<file path="config.mk">
export PLATFORM = sky130hd
export DESIGN_NAME = disp_share_ctrl_flat
export DESIGN_NICKNAME = d
export VERILOG_FILES = /design/src/rtl/disp_pkg.sv /design/src/rtl/disp_share_ctrl_if.sv /design/src/rtl/scan_prescaler.sv /design/src/rtl/disp_share_ctrl.sv /design/src/flat_wrapper.sv
export SDC_FILE = /design/constraint.sdc
export NUM_CORES = 1
export LEC_CHECK = 0
export CORE_MARGIN = 2
export CORE_UTILIZATION = 55
export CTS_CLUSTER_DIAMETER = 50
export CTS_CLUSTER_SIZE = 24
export DETAILED_ROUTE_END_ITERATION = 8
export PLACE_DENSITY = 0.92
export SLEW_MARGIN = 20
export SYNTH_ARGS = -nofsm -noshare
export SYNTH_HDL_FRONTEND = slang
export SYNTH_SLANG_ARGS = --single-unit
</file>
<file path="constraint.sdc">
create_clock -name clk -period 3 [get_ports clk]
set_input_delay 0.6 -clock clk [delete_from_list [all_inputs] [get_ports clk]]
set_output_delay 0.6 -clock clk [all_outputs]
set_load 0.05 [all_outputs]
</file>
<file path="src/rtl/disp_pkg.sv">
// -----------------------------------------------------------------------------
// disp_pkg
// Shared types and constants for the display-sharing controller.
//   disp_state_e : which source owns the current frame (SHOW_A / SHOW_B)
//   AN_ALL_OFF   : active-low digit enables with every digit dark
//   NDIGITS      : digits per frame
//   DIGIT_W      : bits per hex digit
//   msd_of()     : index of the highest nonzero nibble (0 when value is 0)
// -----------------------------------------------------------------------------
package disp_pkg;

  typedef enum logic {
    SHOW_A = 1'b0,
    SHOW_B = 1'b1
  } disp_state_e;

  localparam logic [3:0] AN_ALL_OFF = 4'b1111;
  localparam int         NDIGITS    = 4;
  localparam int         DIGIT_W    = 4;

  // Highest nonzero nibble position; an all-zero value reports digit 0 so
  // that the rightmost digit always stays lit when blanking.
  function automatic logic [1:0] msd_of(input logic [15:0] v);
    logic [1:0] m;
    m = 2'd0;
    for (int i = 0; i < NDIGITS; i++) begin
      if (v[i*DIGIT_W +: DIGIT_W] != 4'h0) begin
        m = 2'(i);
      end else begin
        m = m;
      end
    end
    return m;
  endfunction

endpackage

</file>
<file path="src/rtl/disp_share_ctrl_if.sv">
// -----------------------------------------------------------------------------
// disp_share_ctrl_if
// Bundle of source/display signals around the display-sharing controller.
//   a_data   : continuous source A value (nibble 0 = rightmost digit)
//   b_req    : level request from overlay source B
//   b_data   : overlay source B value
//   blank_lz : 1 = blank leading zero digits
//   b_ack    : one-cycle pulse when b_data is captured
//   src_b    : 1 while the current frame shows B
//   hex      : nibble for the active digit
//   an       : active-low digit enables
// master = the sources/display side, slave = the controller.
// -----------------------------------------------------------------------------
interface disp_share_ctrl_if;

  logic [15:0] a_data;
  logic        b_req;
  logic [15:0] b_data;
  logic        blank_lz;
  logic        b_ack;
  logic        src_b;
  logic [3:0]  hex;
  logic [3:0]  an;

  modport master (
    output a_data, b_req, b_data, blank_lz,
    input  b_ack, src_b, hex, an
  );

  modport slave (
    input  a_data, b_req, b_data, blank_lz,
    output b_ack, src_b, hex, an
  );

endinterface

</file>
<file path="src/rtl/scan_prescaler.sv">
// -----------------------------------------------------------------------------
// scan_prescaler
// Divides clk into digit-slot ticks and walks the digit index 0..3.
//   clk  : system clock
//   rst  : synchronous active-high reset
//   tick : high in the last cycle of each digit slot (pcnt == SCAN_DIV-1)
//   idx  : index of the digit currently being scanned
// A frame boundary is a tick while idx == 3; the parent derives it.
// -----------------------------------------------------------------------------
module scan_prescaler #(
  parameter int SCAN_DIV = 100000
) (
  input  logic       clk,
  input  logic       rst,
  output logic       tick,
  output logic [1:0] idx
);

  localparam int             PW   = (SCAN_DIV > 1) ? $clog2(SCAN_DIV) : 1;
  localparam logic [PW-1:0]  PMAX = PW'(SCAN_DIV - 1);

  logic [PW-1:0] pcnt_q, pcnt_d;
  logic [1:0]    idx_q, idx_d;

  // Slot counter wraps on its last count and steps the digit index.
  always_comb begin
    pcnt_d = pcnt_q;
    idx_d  = idx_q;
    if (pcnt_q == PMAX) begin
      pcnt_d = '0;
      idx_d  = idx_q + 2'd1;
    end else begin
      pcnt_d = pcnt_q + PW'(1);
      idx_d  = idx_q;
    end
  end

  // Prescaler and digit index registers.
  always_ff @(posedge clk) begin
    if (rst) begin
      pcnt_q <= '0;
      idx_q  <= 2'd0;
    end else begin
      pcnt_q <= pcnt_d;
      idx_q  <= idx_d;
    end
  end

  assign tick = (pcnt_q == PMAX);
  assign idx  = idx_q;

endmodule

</file>
<file path="src/rtl/disp_share_ctrl.sv">
// -----------------------------------------------------------------------------
// disp_share_ctrl
// Shares a 4-digit multiplexed display between a continuous source A and an
// on-demand overlay source B. Source changes and data snapshots happen only
// at frame boundaries, so a frame never mixes digits of two sources.
//   clk : system clock
//   rst : synchronous active-high reset
//   bus : disp_share_ctrl_if.slave (a_data, b_req, b_data, blank_lz in;
//         b_ack, src_b, hex, an out)
// Once granted, B stays on screen for HOLD_FRAMES whole frames regardless of
// b_req; a still-high b_req at the end of the grant re-grants with fresh data.
// -----------------------------------------------------------------------------
module disp_share_ctrl
  import disp_pkg::*;
#(
  parameter int SCAN_DIV    = 100000,
  parameter int HOLD_FRAMES = 256
) (
  input  logic               clk,
  input  logic               rst,
  disp_share_ctrl_if.slave   bus
);

  localparam int            HW          = (HOLD_FRAMES > 1) ? $clog2(HOLD_FRAMES) : 1;
  localparam logic [HW-1:0] HOLD_RELOAD = HW'(HOLD_FRAMES - 1);

  logic        tick_s;
  logic [1:0]  idx_s;
  logic        boundary_s;

  disp_state_e state_q, state_d;
  logic [HW-1:0] hold_q, hold_d;
  logic [15:0] snap_q, snap_d;
  logic        b_ack_q, b_ack_d;
  logic        src_b_q, src_b_d;

  logic [1:0]  msd_s;
  logic [3:0]  hex_s;
  logic [3:0]  an_s;

  scan_prescaler #(
    .SCAN_DIV (SCAN_DIV)
  ) u_scan (
    .clk  (clk),
    .rst  (rst),
    .tick (tick_s),
    .idx  (idx_s)
  );

  assign boundary_s = tick_s && (idx_s == 2'd3);

  // Source arbitration, snapshot load and grant hold, evaluated only at frame boundaries.
  always_comb begin
    state_d = state_q;
    hold_d  = hold_q;
    snap_d  = snap_q;
    b_ack_d = 1'b0;
    if (boundary_s) begin
      case (state_q)
        SHOW_A: begin
          if (bus.b_req) begin
            state_d = SHOW_B;
            snap_d  = bus.b_data;
            hold_d  = HOLD_RELOAD;
            b_ack_d = 1'b1;
          end else begin
            snap_d  = bus.a_data;
          end
        end
        SHOW_B: begin
          if (hold_q != '0) begin
            // B is frozen for the whole grant; the snapshot is left alone.
            hold_d = hold_q - HW'(1);
          end else if (bus.b_req) begin
            snap_d  = bus.b_data;
            hold_d  = HOLD_RELOAD;
            b_ack_d = 1'b1;
          end else begin
            state_d = SHOW_A;
            snap_d  = bus.a_data;
          end
        end
        default: begin
          state_d = SHOW_A;
          hold_d  = '0;
          snap_d  = bus.a_data;
        end
      endcase
    end else begin
      state_d = state_q;
    end
    src_b_d = (state_d == SHOW_B);
  end

  // Controller state, snapshot, hold counter and registered status outputs.
  always_ff @(posedge clk) begin
    if (rst) begin
      state_q <= SHOW_A;
      hold_q  <= '0;
      snap_q  <= 16'h0000;
      b_ack_q <= 1'b0;
      src_b_q <= 1'b0;
    end else begin
      state_q <= state_d;
      hold_q  <= hold_d;
      snap_q  <= snap_d;
      b_ack_q <= b_ack_d;
      src_b_q <= src_b_d;
    end
  end

  // Digit select and leading-zero blanking for the active scan slot.
  always_comb begin
    msd_s = msd_of(snap_q);
    case (idx_s)
      2'd0:    hex_s = snap_q[3:0];
      2'd1:    hex_s = snap_q[7:4];
      2'd2:    hex_s = snap_q[11:8];
      2'd3:    hex_s = snap_q[15:12];
      default: hex_s = 4'h0;
    endcase
    an_s = ~(4'b0001 << idx_s);
    // Digit 0 can never be above msd, so it is never blanked.
    if (bus.blank_lz && (idx_s > msd_s)) begin
      an_s  = AN_ALL_OFF;
      hex_s = 4'h0;
    end else begin
      an_s  = an_s;
    end
  end

  assign bus.hex   = hex_s;
  assign bus.an    = an_s;
  assign bus.b_ack = b_ack_q;
  assign bus.src_b = src_b_q;

endmodule
</file>
<file path="src/flat_wrapper.sv">
// flat-port wrapper written by rule: the top's interface ports become plain ports
module disp_share_ctrl_flat import disp_pkg::*;
#(
  parameter int SCAN_DIV    = 100000,
  parameter int HOLD_FRAMES = 256
)
  (clk, rst, bus_a_data, bus_b_req, bus_b_data, bus_blank_lz, bus_b_ack, bus_src_b, bus_hex, bus_an);
  disp_share_ctrl_if bus_i ();
  input  logic clk;
  input  logic rst;
  input wire logic [$bits(bus_i.a_data)-1:0] bus_a_data;
  input wire logic [$bits(bus_i.b_req)-1:0] bus_b_req;
  input wire logic [$bits(bus_i.b_data)-1:0] bus_b_data;
  input wire logic [$bits(bus_i.blank_lz)-1:0] bus_blank_lz;
  output wire logic [$bits(bus_i.b_ack)-1:0] bus_b_ack;
  output wire logic [$bits(bus_i.src_b)-1:0] bus_src_b;
  output wire logic [$bits(bus_i.hex)-1:0] bus_hex;
  output wire logic [$bits(bus_i.an)-1:0] bus_an;
  assign bus_i.a_data = bus_a_data;
  assign bus_i.b_req = bus_b_req;
  assign bus_i.b_data = bus_b_data;
  assign bus_i.blank_lz = bus_blank_lz;
  assign bus_b_ack = bus_i.b_ack;
  assign bus_src_b = bus_i.src_b;
  assign bus_hex = bus_i.hex;
  assign bus_an = bus_i.an;
  disp_share_ctrl #(.SCAN_DIV(SCAN_DIV), .HOLD_FRAMES(HOLD_FRAMES)) u_core (.clk(clk), .rst(rst), .bus(bus_i));
endmodule
</file>
==> results_dict.tcl <==
set metrics [dict create \
    final-setup-viol-count 0 \
    numPortBuffers 45 \
    cts_htree_levels 2 \
    p_sw_w 0.0002583 \
    layout.nets 378 \
    coreArea_um2 4629 \
    tightest_slew_ns 0.6291 \
    cts_hold_buffers 0 \
    hpwl_um 4718 \
    synth.distinct_cells 51 \
    finalWorstSetupSlack_ns 0.04855 \
    hold_viol_final 0 \
    diodes 0 \
    grt_antenna_before_repair 0 \
    synth_area_um2 2601 \
    muxShareOfSynthArea 0.06157 \
    layout-drive-gt1-share 0.09009 \
    gr-total-overflow 0 \
    num_vias 2545 \
    critical_path_depth 7 \
    die_h_um 72.77 \
    r2r_end "u_core.snap_q[14]" \
    power_leakage_nw 1.167 \
    synth-seq-cells 45 \
    min_period_ns 2.951 \
    routed_wl_um 6664 \
    rsz0062_at_grt "yes" \
    power_frac_comb 0.080 \
    r2r_cells 5 \
    synth_top_family_by_area "compound AO/OA/AOI/OAI gates" \
    required_ns 2.40 \
    arrival_ns 2.35 \
    hp-class "register to register" \
    gp_congestion 0.8950 \
    p_seq_frac 0.509 \
    synthFlopType "dfxtp_1" \
    synth-xor-area-share 0.03704 \
    dieWidth_um 72.77 \
    final_area_um2 3252 \
    drt_iter0_markers 359 \
    avgViaCountPerCell 6.576 \
    postSynthCellCount 296 \
    end_kind "output pin" \
    synthToLayoutAreaGrowth_pct 25.01 \
    ant_nets 0 \
    yosysSeqAreaShare 0.3463 \
    dp_slack_ns 0.4123 \
    firstDrtPassIters 5 \
    total_power_w 0.001187 \
    yosys_warnings 0 \
    postCtsSetupRepairBufs 0 \
    cts-root-buf "clkbuf_8" \
    max_clock_freq_mhz 338.8 \
    cp_common_cell "nor2_1" \
    grt_pass1_wl_um 10770 \
    num_io_pins 46 \
    clk_latency_ns 0.31 \
    vdd_ir_drop_max_uv 405.6 \
    first_global_vias 2397 \
    drv_cap 0 \
    synthAdderAreaFrac 0.04810 \
    crit_start "u_core.snap_q[8]" \
    status "complete, no violations" \
    crit_buf_inv 1 \
    syn_area_per_cell_um2 8.788 \
    grtUsageTotal 0.2590 \
    dieArea_um2 5295 \
    critPathMaxFanout 4 \
    cts_resized 0 \
    worst_path_max_delay_cell "or4_1" \
    drc 0 \
    grt_max_degree 33 \
    synthArstFlopShare 0 \
    cpPeakStageDelay_ns 0.57 \
    power.share.switching 0.2175 \
    max_slew_margin 0.5794 \
    crit_end "bus_hex[1]" \
    powerDensity_nw_per_um2 365.1 \
    fp-row-count 25 \
    holdWs_ns 0.4946 \
    finalClockSkew_ns 0.01393 \
    critical_path.cell_chain "or4_1, nor2_1, ha_1, nor2b_1, o211a_1, nor2_1, buf_12" \
    cts_sinks 45 \
    start_util 0.5619 \
    critPathTopFamily "simple AND/OR/NAND/NOR gates" \
    syn-num-nets 342 \
    wire_per_inst_um 17.22 \
    synth-compound-area-share 0.2314 \
    period_share 0.9838 \
    clk_pin_slew_ns 0.09 \
    cts_buffers 5 \
    report.final.slew_viol_count 0 \
    cp-start-kind "register" \
    placed_cell_area_um2 3129 \
    clockBufferDepth 2 \
    power.share.clock 0.411 \
    cell_internal_pwr_w 0.0009289 \
    rrSetupSlack_ns 0.56 \
    synth_edf_count 0 \
    worstReg2RegStart "u_core.u_scan.pcnt_q[0]" \
    path_class "register to output pin" \
    cts_tree "done" \
    yosys.area_share.simple 0.2179 \
]
==> synth_stat cells (2+ instances only) <==
library cell,instances,area [um^2]
a21oi_1,14,70.07
a221oi_1,3,26.28
a222oi_1,4,40.04
a41o_1,2,20.02
and2_1,2,12.51
and3_1,5,31.28
buf_2,6,30.03
buf_4,2,15.01
clkbuf_1,12,45.04
dfxtp_1,45,900.9
ha_1,10,125.1
inv_1,13,48.80
mux2i_1,16,160.2
nand2_1,14,52.55
nand3_1,13,65.06
nand4_1,3,18.77
nor2_1,24,90.09
nor2b_1,3,18.77
nor3_1,6,30.03
nor3b_1,3,22.52
nor4_1,6,37.54
nor4b_1,3,26.28
o211ai_1,4,30.03
o21ai_0,7,35.03
o311ai_0,15,131.4
o31ai_1,4,30.03
o41ai_1,16,140.1
or2_2,3,18.77
or3_1,4,25.02
or4_1,4,30.03
xnor2_1,8,70.07
xor2_1,3,26.28
==> state kept, by name, summed over array words and instances (netlist names) <==
name and count:
u_core.state_q 1, u_core.hold_q 8, u_core.bus.b_ack 1, u_core.u_scan.idx 2
u_core.snap_q 16, u_core.u_scan.pcnt_q 17
==> power by group through the flow <==
stage / combinational (W) / sequential, W / clock, W
after floorplan: 0.0000376 / 0.000618 / 0
after global placement: 0.0000925 / 0.000618 / 0
after detailed placement: 0.0000940 / 0.000619 / 0
after CTS: 0.0000948 / 0.000605 / 0.000492
after global routing: 0.000101 / 0.000605 / 0.000510
final: 0.0000945 / 0.000605 / 0.000488
==> how the worst min path moves through the flow <==
stage                                         from                        to  slack, ns  cells after the start
final                      u_core.u_scan.pcnt_q[0]   u_core.u_scan.pcnt_q[0]       0.49                      1
after detailed placement          u_core.hold_q[7]          u_core.hold_q[7]       0.48                      2
after global placement     u_core.u_scan.pcnt_q[0]   u_core.u_scan.pcnt_q[0]       0.46                      1
after global routing      u_core.u_scan.pcnt_q[16]  u_core.u_scan.pcnt_q[16]       0.54                      2
after CTS                  u_core.u_scan.pcnt_q[0]   u_core.u_scan.pcnt_q[0]       0.50                      1
after floorplan            u_core.u_scan.pcnt_q[0]   u_core.u_scan.pcnt_q[0]       0.44                      1
==> per-stage QoR <==
| stage | TNS [ns] | std cells | util |
|---|---|---|---|
| 2_1_floorplan | 0 | 296 | - |
| 3_3_place_gp | 0 | 379 | 0.6759 |
| 3_5_place_dp | 0 | 379 | 0.6759 |
| 4_1_cts | 0 | 387 | 0.7019 |
| 5_1_grt | -0.05758 | 387 | 0.7024 |
| 6_report | 0 | 387 | 0.7024 |
==> routing by layer <==
layer	vias up	global-route usage	share of wire	wire, um
met4	0	0.1049	0.011	72
met3	5	0.05939	0.061	405
met1	1234	0.3181	0.43	2852
met5	-	0	0	0
met2	93	0.4374	0.50	3332
li1	1213	-	-	-
==> layout make-up <==
cell class	instances	area [um^2]
Tap cell	54	67.56
Timing Repair Buffer	50	558.0
Inverter	13	48.80
Multi-Input combinational cell	217	1556
Clock inverter	2	37.54
Fill cell	355	1378
Clock buffer	6	82.58
Sequential cell	45	900.9
==> kinds of logic after synthesis <==
family,after synthesis
DFF,45
xor gates and xnor gates,11
AOI/OAI and AO/OA,79
and+or+nand+nor,101
buffers and inverters,34
adders and majority gates,10
muxes,16
==> worst reg2reg max path: stages, from the launching register on <==
cell and delay (ns):
dfxtp_1 0.41, ha_1 0.25, and3b_1 0.31, nand3_1 0.49
o311ai_0 0.67, o41ai_1 0.18
==> cells in the final DEF (no fill, tap or decap), drive strengths merged, types with 8 or more instances in the layout <==
cell type and n:
inv 13, ha 10, mux2i 16, nor2 24
a21oi 14, buf 12, xnor2 8, dfxtp 45
clkdlybuf4s50 38, o41ai 16, o311ai 16, o21ai 8
nand3 14, nand2 15
Note: power is estimated with default switching activity, not from simulation.
